## src/rtl/event_encoder.sv

```systemverilog
// Edge-capturing event encoder: pending register, fixed/round-robin
// arbiter and a valid/ready code output.
module event_encoder #(
  parameter int  WIDTH  = 16,
  parameter int  MODE   = 0,
  localparam int CODE_W = $clog2(WIDTH)
) (
  input  logic              clk,
  input  logic              rstn,
  input  logic [WIDTH-1:0]  signal,
  output logic [CODE_W-1:0] code,
  output logic              valid,
  input  logic              ready,
  output logic [WIDTH-1:0]  pending,
  output logic              lost
);

  typedef enum logic {
    IDLE,
    HOLD
  } state_t;

  state_t            state;
  logic [WIDTH-1:0]  sig_d;
  logic [WIDTH-1:0]  rise;
  logic [WIDTH-1:0]  clr;
  logic [CODE_W-1:0] ptr;
  logic [CODE_W-1:0] win;
  logic [CODE_W-1:0] ptr_nxt;

  assign rise = signal & ~sig_d;

  always_comb begin
    clr = '0;
    if (valid && ready) clr[code] = 1'b1;
  end

  // Search wraps modulo WIDTH so a non-power-of-two width never
  // yields an out-of-range code.
  always_comb begin
    int   idx;
    logic found;
    win   = '0;
    found = 1'b0;
    idx   = 0;
    for (int k = 0; k < WIDTH; k++) begin
      idx = k + ((MODE == 1) ? int'(ptr) : 0);
      if (idx >= WIDTH) idx = idx - WIDTH;
      if (!found && pending[CODE_W'(idx)]) begin
        win   = CODE_W'(idx);
        found = 1'b1;
      end
    end
  end

  assign ptr_nxt = (code == CODE_W'(WIDTH - 1)) ?
                   '0 : code + 1'b1;

  always_ff @(posedge clk or negedge rstn) begin
    if (!rstn) begin
      sig_d   <= '1;
      pending <= '0;
      lost    <= 1'b0;
      state   <= IDLE;
      code    <= '0;
      valid   <= 1'b0;
      ptr     <= '0;
    end else begin
      sig_d   <= signal;
      pending <= rise | (pending & ~clr);
      lost    <= |(rise & pending & ~clr);
      unique case (state)
        IDLE: begin
          if (|pending) begin
            code  <= win;
            valid <= 1'b1;
            state <= HOLD;
          end
        end
        HOLD: begin
          if (ready) begin
            valid <= 1'b0;
            ptr   <= ptr_nxt;
            state <= IDLE;
          end
        end
        default: state <= IDLE;
      endcase
    end
  end

endmodule
```

## config.mk

```make
export PLATFORM = sky130hd
export DESIGN_NAME = event_encoder
export DESIGN_NICKNAME = d
export VERILOG_FILES = /design/src/rtl/event_encoder.sv
export SDC_FILE = /design/constraint.sdc
export NUM_CORES = 1
export LEC_CHECK = 0
export ABC_AREA = 1
export BUFFER_PORTS_ARGS = -buffer_cell sky130_fd_sc_hd__buf_4
export CAP_MARGIN = 15
export CORE_ASPECT_RATIO = 1.5
export CORE_MARGIN = 3
export CORE_UTILIZATION = 30
export DETAILED_ROUTE_END_ITERATION = 12
export HOLD_SLACK_MARGIN = 0.12
export PLACE_DENSITY = 0.46
export SYNTH_ARGS = -nofsm -noshare
export SYNTH_HDL_FRONTEND = slang
export SYNTH_SLANG_ARGS = --single-unit
```

## constraint.sdc

```tcl
create_clock -name clk -period 1.6 [get_ports clk]
set_input_delay 0.08 -clock clk [delete_from_list [all_inputs] [get_ports clk]]
set_output_delay 0.08 -clock clk [all_outputs]
set_load 0.02 [all_outputs]
```

## After elaboration in Yosys (flattened, before gate mapping)

Index checks and enable logic that the tools add are counted.

- Bitwise operators: 8
- Add/sub/neg operators: 0
- Shift-type cells: 0
- Multipliers: 0
- Eq/ne operators: 2
- Reductions and logical operators: 20
- Divide/modulo/power cells: 0
- Muxes and demuxes: 23
- $lt $le $gt $ge: 2

Operator list:

| cell | number |
|---|---|
| 16-bit bitwise AND | 4 |
| 16-bit NOT | 2 |
| 16-bit OR reduction | 2 |
| 4-bit two-way mux | 5 |
| 16-bit two-way mux | 1 |
| 16-bit bitwise OR | 1 |
| 1-bit two-way mux | 13 |
| 1-bit logical AND | 9 |
| 1-bit zero test | 7 |
| 4-bit by 5-bit less-than comparator with 1-bit output (second input constant) | 1 |
| 1-bit demux with 4-bit select | 1 |
| 4-bit by 1-bit greater-or-equal comparator with 1-bit output (second input constant) | 1 |
| 2-bit inequality test (second input constant) | 2 |
| 1-bit case mux with 2 select lines | 2 |
| 2-bit AND reduction | 2 |
| 2-bit two-way mux | 1 |
| 1-bit NOT | 1 |

- Output and inout bits: 22
- Bits in writable memories: 0
- Latch bits: 0
- Memories: 0
- Word-level logic and storage cells: 61
- Flip-flop bits (word level): 39
- ROM bits: 0
- Input port bits: 19

## Longest topological paths before layout

- Depth in word-level cells: 22
- Mapped depth: 8
- Gate-level depth less buffers: 8

## Worst setup path after synthesis

OpenSTA, ideal clock, no wires.

- Path kind: reg2reg
- Start point: register pending[3]
- End point: register code[0]
- Data required time: 1,483 ps
- Stages on the path, launching flop included: 9
- Library setup time: 117 ps
- Arrival time: 1,080 ps
- Path buffers: 0
- Period minus slack after synthesis: 1,196 ps
- Setup slack: 404 ps
- Path through: dfrtp_1 -> nor2_2 -> nand2_1 -> nor2_1 -> nand2_1 -> nand2_4 -> inv_2 -> nand2_1 -> nand2_1

- Cells in the longest elaborated chain, start to end: 14
- Elaborated cells between the ends (all ways): 20
- Classes of those cells: mux: 9; reduce/logical: 11

Ends and longest elaborated chain:

| element | RTL line | RTL |
|---|---|---|
| start, declared | 14 | `output logic [WIDTH-1:0] pending,` |
| start signal, assigned | 70 | `pending <= rise \| (pending & ~clr);` |
| 1-bit logical AND | 49 | `if (!found && pending[CODE_W'(idx)]) begin` |
| 1-bit two-way mux | 49 |  |
| 1-bit zero test | 49 |  |
| 1-bit logical AND | 49 |  |
| 1-bit two-way mux | 49 |  |
| 1-bit zero test | 49 |  |
| 1-bit logical AND | 49 |  |
| 1-bit two-way mux | 49 |  |
| 1-bit zero test | 49 |  |
| 1-bit logical AND | 49 |  |
| 1-bit two-way mux | 49 |  |
| 1-bit zero test | 49 |  |
| 1-bit logical AND | 49 |  |
| 4-bit two-way mux | 49 |  |
| end signal, assigned | 75 | `code <= win;` |
| end, declared | 11 | `output logic [CODE_W-1:0] code,` |

Parallel ways exist; a longest one is shown, timed or not.
A chain may end at the register's enable or synchronous reset.

## Worst setup path after layout

- Start point: register pending[6]
- End point: register code[0]

- Cells in the longest elaborated chain, start to end: 5
- Elaborated cells between the ends (all ways): 8
- Classes of those cells: mux: 3; reduce/logical: 5

Ends and longest elaborated chain:

| element | RTL line |
|---|---|
| 1-bit logical AND | 49 |
| 1-bit two-way mux | 49 |
| 1-bit zero test | 49 |
| 1-bit logical AND | 49 |
| 4-bit two-way mux | 49 |

Parallel ways exist; a longest one is shown, timed or not.

==> results summary <==
The run finished with clean final reports. Clock tree synthesis found a total of 38 sinks. The number of slew-limit violations in the final report was 0. The synthesized design contains 38 register bits. The global routing stage identified its most utilized layer as met2.

The fraction of the yosys area taken by sequential cells came out at 58.8%. Between clock sinks in the finished design, the worst skew comes to 0.0112 ns. The half-perimeter wire length after placement came out at 2740 um. The setup-violating endpoint count in the final report came out at 0. The worst setup path is of the reg -> reg kind. The total routed wirelength came out at 3610 um. The core footprint came out at 5250 sq um.

In this run the post-CTS setup repair buffer count came out at 0. The number of search-and-repair iterations in the first detailed-routing pass is 4. The post-detailed-route DRC marker count is 0. The first-pass GRT wire length came out at 6270 um. After the last flow step, the layout net total stands at 275. The clock tree buffer depth came out at 2.

The floorplan has 32 rows. The via count of the first global-routing pass is 1434. For the finished layout, the period the worst path requires is 1.30 ns. The number of antenna violations at the first check in global routing came out at 0.

The worst setup path is launched from a flop. The yosys synthesis warning count is 0. The cell count after synthesis is 193. The all-layer global routing usage is 12.6%.

The die is 96.8 um tall. The share of Yosys cell area claimed by the top area cell type is 33.4%. The maximum fanout count along the critical path is 8. The remaining global-route overflow is 0.

The reg-to-reg setup timing slack is 0.30 ns. In the post-synthesis netlist, the biggest area contributors are sky130_fd_sc_hd__dfrtp_1 33%, sky130_fd_sc_hd__dfstp_2 25%, sky130_fd_sc_hd__nand2_1 14%, sky130_fd_sc_hd__inv_1 6.8%, sky130_fd_sc_hd__nor2_1 5.7%. Leaving out fill and tap cells, the most frequent cell in the layout is sky130_fd_sc_hd__nand2_1. Static timing analysis puts the maximum clock frequency at 771 MHz. The count of final hold-check violations is 0.

The maximum ir drop on the vdd rail is 0.545 mV. The global routing met2 resource utilization came out at 20.9%. The starting density of the core came out at 31.5%.

The post-detailed-route count of antenna-violating nets came out at 0. Clock-pin slew was measured on the worst setup and hold paths at 0.08 ns. The total CTS buffers is 5. The share of final-layout standard cells stronger than drive strength 1 is 26.8%.

For met3 alone, demand over resource in global routing was 4.99%. The synthesized design spends more area on one cell type than any other, namely sky130_fd_sc_hd__dfrtp_1. The area growth from synthesis to layout is 38.8%.

Buffers placed on the I/O ports in this run total 39. The required time at the endpoint of the critical path is 1.78 ns. In the finished design, the share of the clock period the worst path needs comes to 81.1%. In the routed layout, each cell is associated on average with a via count of 4.22. The number of DRC violations after detailed-routing iteration 0 is 55. The congestion estimate from routability-driven global placement came to 0.738. The leakage power of the design is 1.16 nW. The met1 capacity usage during global routing came out at 14.5%.

The antenna diode count is 0. Entering global routing, the biggest net connects 39 pins. Setup repair after global routing left no endpoint under its margin. The worst min-delay path class is in -> async.

The number of maximum-capacitance violations is 0. The full die area came out at 6450 sq um. The clock insertion delay at the later pin of the skew report is 0.29 ns.

The mapped netlist covers 1650 sq um. Dividing the synthesized area by the synthesized cell count gives 8.55 sq um. When the netlist entered floorplanning its net count stood at 212. In the layout the commonest cells are 63 x sky130_fd_sc_hd__nand2_1, 39 x sky130_fd_sc_hd__buf_4, 30 x sky130_fd_sc_hd__inv_1. Measured along the x axis, the die boundary spans 66.6 um.

The number of different library cells in the post-synthesis netlist came out at 17. The post-route setup TNS is 0 ns. STA classifies the critical path endpoint as a flop. Overall power consumption after layout is estimated at 2.44 mW. TritonCTS built the clock tree. The wire length per cell after detailed routing is 11.1 um. For this block, the via count after detailed routing is 1373. During I/O placement, the number of pins put on the boundary was 41.

The H-tree was split into 2 levels. The root buffer cell chosen for the clock tree is sky130_fd_sc_hd__clkbuf_8. The count of cells along the worst register-to-register path is 8. In this run the power density over the cells is 1070 nW/um^2. At the worst endpoint, the arrival time is 1.47 ns.
power by group:
group | total (mW) | leakage [nW] | switching (mW) | internal (mW)
combinational | 0.590 | 0.726 | 0.345 | 0.245
sequential | 1.18 | 0.384 | 0.105 | 1.07
clock | 0.674 | 0.0455 | 0.322 | 0.352
total | 2.44 | 1.16 | 0.773 | 1.67
through the flow:
step	utilization (%)	setup WS, ns	std cells	hold slack [ns]	cell area, sq um
after floorplan	-	0.404	193	-0.216	1650
after global placement	38.5	0.302	299	0.0832	2020
after detailed placement	38.5	0.311	299	0.0822	2020
after CTS	43.7	0.287	325	0.312	2290
after global routing	43.7	0.175	325	0.326	2290
final	43.7	0.303	325	0.295	2290
metal layers:
metal | up-vias | part of all wire, %
li1 | 702 | -
met4 | 0 | 1.7
met1 | 635 | 42
met3 | 5 | 6.3
met2 | 31 | 50
met5 | - | 0
critical path, stage by stage (launching register included):
cell,delay [ns]
sky130_fd_sc_hd__dfrtp_1,0.43
sky130_fd_sc_hd__nor2_1,0.23
sky130_fd_sc_hd__nand2_1,0.08
sky130_fd_sc_hd__nor2_1,0.09
sky130_fd_sc_hd__nand2_1,0.10
sky130_fd_sc_hd__nand2_4,0.11
sky130_fd_sc_hd__inv_2,0.04
sky130_fd_sc_hd__nand2_1,0.05
sky130_fd_sc_hd__nand2_1,0.04
final timing paths:
| kind | from | endpoint |
|---|---|---|
| max in group asynchronous | rstn | sig_d[5] |
| worst min-delay path | rstn | lost |
| min in group clk | signal[7] | sig_d[7] |
| worst max-delay path | pending[6] | code[0] |
| worst max register to register | pending[6] | code[0] |
| worst min register to register | pending[12] | pending[12] |
logic make-up after synthesis:
kind of cell	count (synthesis)	synth area share, %
buffers and inverters	33	7.73
AO/OA/AOI/OAI	13	5.38
AND/OR/NAND/NOR	108	27.8
other	1	0.227
flip-flops	38	58.8
layout make-up:
type | instances | area (sq um)
tap | 68 | 85.1
clock buffer | 8 | 90.1
timing repair buffer | 57 | 473
inverter | 32 | 120
sequential | 38 | 971
multi-input combinational | 122 | 552
fill | 560 | 2950
sequential cells by signal, summed over array words and instances, names as in the netlist:
| register | cells |
|---|---|
| sig_d | 16 |
| state | 1 |
| lost | 1 |
| code | 3 |
| valid | 1 |
| pending | 16 |
cell usage after synthesis:
master                     n
sky130_fd_sc_hd__inv_1    30
sky130_fd_sc_hd__nand4_1   2
sky130_fd_sc_hd__a21oi_1   1
sky130_fd_sc_hd__nand3_1  13
sky130_fd_sc_hd__nor2_4    3
sky130_fd_sc_hd__nand2_1  63
sky130_fd_sc_hd__inv_2     2
sky130_fd_sc_hd__dfstp_2  16
sky130_fd_sc_hd__conb_1    1
sky130_fd_sc_hd__nor2_2    1
sky130_fd_sc_hd__a21o_1    8
sky130_fd_sc_hd__a31o_2    1
sky130_fd_sc_hd__dfrtp_1  22
sky130_fd_sc_hd__o21ai_0   3
sky130_fd_sc_hd__nor2_1   25
sky130_fd_sc_hd__buf_4     1
sky130_fd_sc_hd__nand2_4   1
repair_timing:
item,4_1_cts,5_1_grt
hold buffers,18,0
resized for setup,0,0
endpoints found under the hold margin,67,0
Note: power is estimated with default switching activity, not from simulation.
